<file path="src/rtl/inst_prefetch_decode.sv">
// Thumb prefetch/decode front end: word fetch, halfword queue, 16/32-bit assembly.
// Optional perf counters are enabled with `define INST_PREFETCH_PERF_EN.
module inst_prefetch_decode #(
    parameter int unsigned       QDEPTH   = 4,
    parameter int unsigned       ADDR_W   = 32,
    parameter logic [ADDR_W-1:0] RESET_PC = '0
) (
    input  logic              clk,
    input  logic              rst,
    input  logic              flush,
    input  logic [ADDR_W-1:0] flush_addr,
    output logic              fetch_req,
    output logic [ADDR_W-1:0] fetch_addr,
    input  logic              fetch_ack,
    input  logic [31:0]       fetch_data,
    output logic              out_valid,
    input  logic              out_ready,
    output logic [31:0]       out_ir,
    output logic              out_is32,
    output logic [ADDR_W-1:0] out_pc
`ifdef INST_PREFETCH_PERF_EN
    ,
    output logic [31:0]       perf_bubble_cnt,
    output logic [31:0]       perf_flush_cnt
`endif
);

    localparam int unsigned PW    = $clog2(QDEPTH);
    localparam logic [PW:0] DEPTH = (PW+1)'(QDEPTH);
    localparam logic [PW:0] ONE   = (PW+1)'(1);
    localparam logic [PW:0] TWO   = (PW+1)'(2);

    typedef enum logic [1:0] {BOOT, RUN, REDIR} state_t;

    state_t            state, state_next;
    logic [15:0]       mem [QDEPTH];
    logic [PW-1:0]     rptr, wptr, rptr_nx1, wptr_nx1;
    logic [PW:0]       count, free, push_n, pop_n, avail_n, need;
    logic [ADDR_W-1:0] fpc, dpc, redir_pc;
    logic [15:0]       in_lo, in_hi, hw0, hw1;
    logic              take, is32, load;

    always_ff @(posedge clk) begin
        if (rst) state <= BOOT;
        else     state <= state_next;
    end

    always_comb begin
        state_next = state;
        case (state)
            BOOT:    state_next = RUN;
            REDIR:   state_next = RUN;
            default: state_next = RUN;
        endcase
        if (flush) state_next = REDIR;
    end

    assign free       = DEPTH - count;
    assign fetch_req  = !rst && (state == RUN) && (free >= TWO);
    assign fetch_addr = fpc & ~ADDR_W'(3);
    assign take       = fetch_req && fetch_ack && !flush;

    // An odd-halfword fetch address keeps only the upper half of the word.
    assign in_lo  = fpc[1] ? fetch_data[31:16] : fetch_data[15:0];
    assign in_hi  = fetch_data[31:16];
    assign push_n = !take ? '0 : (fpc[1] ? ONE : TWO);

    assign rptr_nx1 = rptr + PW'(1);
    assign wptr_nx1 = wptr + PW'(1);

    // Incoming halfwords are visible to the assembler in the ack cycle, so an
    // empty pipe produces an instruction the cycle after the ack.
    assign avail_n = count + push_n;
    assign hw0 = (count != '0) ? mem[rptr] : in_lo;
    assign hw1 = (count >= TWO) ? mem[rptr_nx1] : ((count == ONE) ? in_lo : in_hi);

    assign is32  = (hw0[15:13] == 3'b111) && (hw0[12:11] != 2'b00);
    assign need  = is32 ? TWO : ONE;
    assign load  = (state == RUN) && !flush && (!out_valid || out_ready) && (avail_n >= need);
    assign pop_n = load ? need : '0;

    always_ff @(posedge clk) begin
        if (rst || flush) begin
            rptr  <= '0;
            wptr  <= '0;
            count <= '0;
        end else begin
            wptr  <= wptr + push_n[PW-1:0];
            rptr  <= rptr + pop_n[PW-1:0];
            count <= count + push_n - pop_n;
        end
    end

    always_ff @(posedge clk) begin
        if (push_n != '0) begin
            mem[wptr] <= in_lo;
            if (push_n == TWO) mem[wptr_nx1] <= in_hi;
        end
    end

    always_ff @(posedge clk) begin
        if (rst) begin
            fpc      <= '0;
            dpc      <= '0;
            redir_pc <= '0;
        end else begin
            if (flush) redir_pc <= flush_addr & ~ADDR_W'(1);
            case (state)
                BOOT: begin
                    fpc <= RESET_PC & ~ADDR_W'(1);
                    dpc <= RESET_PC & ~ADDR_W'(1);
                end
                REDIR: begin
                    fpc <= redir_pc;
                    dpc <= redir_pc;
                end
                default: begin
                    if (take) fpc <= (fpc & ~ADDR_W'(3)) + ADDR_W'(4);
                    if (load) dpc <= dpc + (is32 ? ADDR_W'(4) : ADDR_W'(2));
                end
            endcase
        end
    end

    always_ff @(posedge clk) begin
        if (rst) begin
            out_valid <= 1'b0;
            out_ir    <= '0;
            out_is32  <= 1'b0;
            out_pc    <= '0;
        end else if (flush) begin
            out_valid <= 1'b0;
        end else if (load) begin
            out_valid <= 1'b1;
            out_ir    <= is32 ? {hw0, hw1} : {16'h0000, hw0};
            out_is32  <= is32;
            out_pc    <= dpc;
        end else if (out_ready) begin
            out_valid <= 1'b0;
        end
    end

`ifdef INST_PREFETCH_PERF_EN
    always_ff @(posedge clk) begin
        if (rst) begin
            perf_bubble_cnt <= '0;
            perf_flush_cnt  <= '0;
        end else begin
            if ((state == RUN) && !out_valid && (perf_bubble_cnt != '1))
                perf_bubble_cnt <= perf_bubble_cnt + 32'd1;
            if (flush && (perf_flush_cnt != '1))
                perf_flush_cnt <= perf_flush_cnt + 32'd1;
        end
    end
`endif

endmodule

</file>
<file path="config.mk">
export PLATFORM = sky130hd
export DESIGN_NAME = inst_prefetch_decode
export DESIGN_NICKNAME = d
export VERILOG_FILES = /design/src/rtl/inst_prefetch_decode.sv
export SDC_FILE = /design/constraint.sdc
export NUM_CORES = 1
export LEC_CHECK = 0
export BUFFER_PORTS_ARGS = -buffer_cell sky130_fd_sc_hd__buf_2
export CORE_MARGIN = 8
export CORE_UTILIZATION = 55
export CTS_BUF_LIST = sky130_fd_sc_hd__clkbuf_4
export DETAILED_ROUTE_END_ITERATION = 7
export GPL_ROUTABILITY_DRIVEN = 0
export PLACE_DENSITY = 0.77
export SLEW_MARGIN = 20
export SYNTH_ARGS = -nofsm -noshare
export SYNTH_HDL_FRONTEND = slang
export SYNTH_SLANG_ARGS = --single-unit
</file>
<file path="constraint.sdc">
create_clock -name clk -period 5.4 [get_ports clk]
set_input_delay 0 -clock clk [delete_from_list [all_inputs] [get_ports clk]]
set_output_delay 0 -clock clk [all_outputs]
set_load 0.005 [all_outputs]
</file>
Word-level counts from Yosys, hierarchy flattened
Memories as Yosys holds them, arrays and structs flattened. A register that Yosys moved wholly into a read port is not among the register bits. Index checks and enable logic that the tools add are counted.

Bits in registers: 170. RAM bits: 64. Bits of input ports: 69. Output and inout bits: 99. Memories: 1.

Add/sub/neg operators: 9. $lt $le $gt $ge: 3. Equal/unequal tests: 5. Multiplexer cells: 23. Bitwise operators: 1. Reduce and logical (&&, ||, !) cells: 22.

Memory list: mem (words 4, width 16, read ports 2, clocked after memory_dff 1, write ports 2, line 36) `logic [15:0] mem [QDEPTH];`.

Operator list (number): $pmux 32 s2 (2); $mux 32 (3); $mux 16 (4); $add 32x3->32 (1); $add 32x3->32 const B (1); $mux 2 (6); $reduce_bool 3->1 (4); $logic_and 1x1->1 (8); $mux 1 (7); $ge 3x2->1 const B (2); $add 2x1->2 const B (2); $add 2x2->2 (2); $eq 2x2->1 const B (2); $reduce_bool 2->1 (2); $add 3x2->3 (1); $eq 3x1->1 const B (1); $eq 3x3->1 const B (1); $ge 3x2->1 (1); $logic_not 1->1 (3); $mux 3 (1); $sub 3x2->3 (1); $sub 3x3->3 const A (1); $eq 2x1->1 const B (1); $logic_not 2->1 (1); other kinds (4) (5).

Depth between registers and ports, before layout
Depth in word-level cells: 12. Gate-level depth with buffers: 22.

Worst setup path before layout
OpenSTA, ideal clock, no wires.

Path kind: register to register. Start point: reg count[1]. End point: reg count[1]. Setup time: 0.115 ns. Arrival time: 4.418 ns. Data required time: 5.285 ns. Path slack: 0.867 ns. Cell stages (with the launch flop): 19. Clock period less this slack: 4.533 ns. Path through: dfxtp_1 -> inv_1 -> ha_1 -> ha_1 -> a2111o_1 -> clkbuf_1 -> nor2_1 -> fa_1 -> ha_1 -> a211oi_1 -> or2_1 -> buf_6 -> buf_2 -> buf_2 -> nor2_1 -> ha_1 -> inv_1 -> fa_1 -> and2_1.

Longest elaborated chain between the ends: 11.

RTL lines: from (decl) (line 38) `logic [PW:0] count, free, push_n, pop_n, avail_n, need;`; from (signal assigned) (line 90) `count <= count + push_n - pop_n;`; $sub 3x3->3 (line 58) `assign free = DEPTH - count;`; $ge 3x2->1 (line 59) `assign fetch_req = !rst && (state == RUN) && (free >= TWO);`; $logic_and 1x1->1 (line 59); $logic_and 1x1->1 (2 in series) (line 61) `assign take = fetch_req && fetch_ack && !flush;`; $mux 2 (line 66) `assign push_n = !take ? '0 : (fpc[1] ? ONE : TWO);`; $add 3x2->3 (line 73, 90); $ge 3x2->1 (line 79) `assign load = (state == RUN) && !flush && (!out_valid || out_ready) && (avail_n >= need);`; $logic_and 1x1->1 (line 79); $mux 2 (line 80) `assign pop_n = load ? need : '0;`; $sub 3x2->3 (*) (line 90).

Mark *: on every way between the ends. The rest lies on a longest branch, timed or not. A chain may end at the register's enable or synchronous reset.

Worst setup path after layout
Start point: reg count[1]. End point: reg dpc[29].

Longest elaborated chain between the ends: 10.

RTL lines: $sub 3x3->3 (line 58); $ge 3x2->1 (line 59); $logic_and 1x1->1 (line 59); $logic_and 1x1->1 (2 in series) (line 61); $mux 2 (line 66); $add 3x2->3 (line 73) `assign avail_n = count + push_n;`; $ge 3x2->1 (line 79); $logic_and 1x1->1 (line 79); $reduce_bool 3->1 (no line); to (signal assigned) (line 111) `dpc <= RESET_PC & ~ADDR_W'(1);`; to (signal assigned) (line 115) `dpc <= redir_pc;`; to (signal assigned) (line 119) `if (load) dpc <= dpc + (is32 ? ADDR_W'(4) : ADDR_W'(2));`; to (decl) (line 39) `logic [ADDR_W-1:0] fpc, dpc, redir_pc;`.

Several ways; a longest one is shown, not always the timed one. The select of a mux whose other input is x is not followed.

==> results.md <==
* Remaining routing DRC violations at 0
* Pre-CTS setup slack at a little over 0.8 ns
* WL final at about 37000 microns
* FP Rows at between 50 and 60
* Filler Cells Inserted at between 1500 and 2000
* Hold Crit Class: input port to flop
* Drt via density at ~6.1
* Root Buffer: clkbuf_4
* Worst Skew at approximately 0.075 ns
* Crit share post-route at between 80% and 90%
* Initial Util at 55.8%
* Number of synthesized flops with an enable pin at 64
* Global route overflow at 0
* Part of the power in registers at between 40% and 50%
* Unique masters post-synth at 66
* Unrepaired setup endpoints after global routing: no
* Mapped Cells at around 1300
* Multi-input combinational cell area at roughly 6200 sq um
* Area Overhead vs Synth at 21.8%
* Sw frac at a little over a quarter
* HPWL after DPL at 23000 microns
* Rel. slew slack at about a quarter
* Clock transition at path regs at about 0.070 ns
* IO Pins at approximately 170
* Num Clock Sinks at 231
* Yosys reg bits at around 230
* Period minus WS final at between 4 and 5 ns
* Mapped Area at ~12000 sq um
* CTS buffer count at 60
* Die footprint at 27100 sq um
* Register area share after synthesis at a little over two fifths
* Final-report max-slew violation count at 0
* Antenna-violating nets left at 0
* Sum of negative setup slack at 0 ns
* Layout cells sized above 1 at about a quarter
* CP max-delay cell: nor3_1
* Die Span Y at between 150 and 200 microns
* CP startpoint kind: flop
* CP max FO at 19
* Status: finished clean
* Clk buf depth at 3
* Commonest non-fill, non-tap cell in the layout: dfxtp_1
* Fin worst setup slack at 0.813 ns
* Max rail drop VDD at between 200 and 300 uV
* Port buffer count at between 150 and 200
* Placed cells at around 1600
* Yosys warns at 0
* P_sw at 0.973 mW
* Crit path DAT at 5.14 ns
* CP most frequent cell: ha_1
* Power density over the cells at 251 nW/um^2
* Skew-Pair Late Insertion Delay at around 0.74 ns
* Maximum number of pins on one net before global-route repair at 92
* Comb pwr share at under 10%
* Crit path largest cell delay at about 0.76 ns
* Antenna violations before repair at 1
* CORE AREA at about 22000 sq um
* Vias in the first global route at between 10000 and 15000
* Clock Power Share at 40.8%
* Overall power at about 3.7 mW
* Req. time, crit path at around 6.0 ns
* Most frequent cells in the layout: dfxtp_1 (166), nand2_1 (163), buf_2 (162)
* Worst setup EP type: flop
* Final Hold Vio Count at 0
* Final cell count without fillers at 1841
* F_max at between 200 and 250 MHz
* Top_reg_cell synth: dfxtp_1
* Resized cells post-CTS at 0
* CP Cell Sequence: inv_1 > ha_1 > ha_1 > buf_4 > nor2b_1 > a22oi_1 > nand2_1 > a2111o_1 > ha_1 > inv_1 > fa_1 > nor3_1 > nand3_1 > o31a_1 > o21ai_1 > a21oi_1
* GRT Total Usage at a little over a quarter
* H-tree Lvls at 2
* NumNets Final at 1599
* WS Path Type: flop to flop
* Design internal power at 2.74 mW
* Setup Viol. Count Final at 0
* First-pass GRT wire length at between 50000 and 60000 microns
* Buf/Inv on CP at 3
* Chip width at about 160 microns
* Routed len/inst at around 20 microns
* Top delay family on crit path: simple AND/OR/NAND/NOR gates
* Max-Cap Viols at 0
* DR iter-0 viols at 1047
* Sequential Area at ~5300 sq um
* 1st-pass router iterations at 5
* Mean Syn Cell Area at around 9.6 sq um
* Detailed-route via count at between 10000 and 15000
* Worst-Margin Slew at ~1.1 ns
* Lkg Pwr at 5.56 nW
* CTS tree: yes
* Synth async-reset ratio at 0%
==> final timing paths <==
path                            startpoint    endpoint  slack (ns)  cells after the start
worst max-delay path              count[1]     dpc[29]        0.81                     16
worst min-delay path             fetch_ack     wptr[1]        0.02                      6
worst max register to register    count[1]     dpc[29]        0.81                     16
worst min register to register  out_ir[31]  out_ir[31]        0.45                      2
==> metrics by stage <==
stage	area, sq um	util, %	hold WS, ns
3_3_place_gp	12900	59.1	0.235
3_5_place_dp	12900	59.1	0.240
4_1_cts	14800	68.0	0.0219
6_report	14800	68.0	0.0202
5_1_grt	14800	68.0	0.0488
2_1_floorplan	12100	-	0.147
==> cell type report <==
cell class / count / share of cell area, %
flip-flops and latches: 231 / 35.6
clock buffers: 90 / 4.57
diodes: 1 / 0.0169
clock inverters: 18 / 0.533
multi-input cells: 900 / 41.9
inverters: 19 / 0.482
repair buffers: 302 / 14.6
well taps: 280 / 2.37
==> power groups by stage <==
stage,sequential (mW),clock (mW),combinational (mW)
2_1_floorplan,1.86,0,0.191
3_3_place_gp,1.87,0,0.267
3_5_place_dp,1.87,0,0.275
4_1_cts,1.83,1.52,0.352
5_1_grt,1.83,1.62,0.393
6_report,1.83,1.52,0.366
==> synthesized netlist by cell type (3+ instances only) <==
cell,n,area share (%)
a21oi_1,128,5.3
fa_1,3,0.49
xnor2_1,10,0.72
xor2_1,6,0.43
and3_1,14,0.72
nor4_1,5,0.26
mux2i_1,74,6.1
ha_1,13,1.3
nand3_1,42,1.7
inv_1,17,0.53
clkbuf_1,42,1.3
o31ai_1,10,0.62
or2_2,3,0.15
nor3_1,25,1.0
dfxtp_1,167,28
a211oi_1,31,1.9
nand2_1,163,5.0
o21ai_0,37,1.5
nand2b_1,3,0.15
nand4_1,6,0.31
a31o_2,3,0.22
or3_1,8,0.41
edfxtp_1,64,16
mux4_2,27,5.0
a211oi_2,11,1.1
mux2_2,64,5.9
a21boi_0,3,0.19
and4_1,6,0.43
and2_1,5,0.26
a22oi_1,35,2.2
nor2b_1,5,0.26
buf_1,7,0.22
buf_4,40,2.5
nor2_1,113,3.5
buf_2,32,1.3
a31oi_1,8,0.41
a211o_1,3,0.22
==> kinds of logic after synthesis <==
group	synth area share, %
muxes	17.0
xor gates and xnor gates	1.15
buffers and inverters	6.08
adders and majority gates	1.83
DFF	43.4
other	0.0309
and+or+nand+nor	14.9
AOI/OAI and AO/OA	15.5
==> routing by layer <==
layer	up-vias	part of all wire [%]	track usage [%]
met4	0	4.8	14.6
met2	554	51	47.6
li1	5135	-	-
met3	127	7.4	4.91
met5	-	0	0
met1	5385	37	29.9
==> tightest hold or removal path, stage by stage <==
cell	delay (ns)
buf_2	0.10
nand2b_1	0.16
a2111o_1	0.16
nor2_1	0.09
xnor2_1	0.17
nor2_1	0.04
==> sequential cells by signal, indices dropped and copies added, names as in the netlist <==
register,flops
redir_pc,31
state,2
rptr,2
out_pc,31
count,3
fpc,31
out_is32,1
wptr,2
out_ir,32
out_valid,1
dpc,31
mem,64
==> timing repair <==
action	CTS	global route
endpoints found under the hold margin	173	0
buffers inserted	0	0
hold buffers	117	0
(Power assumes the default switching activity.)
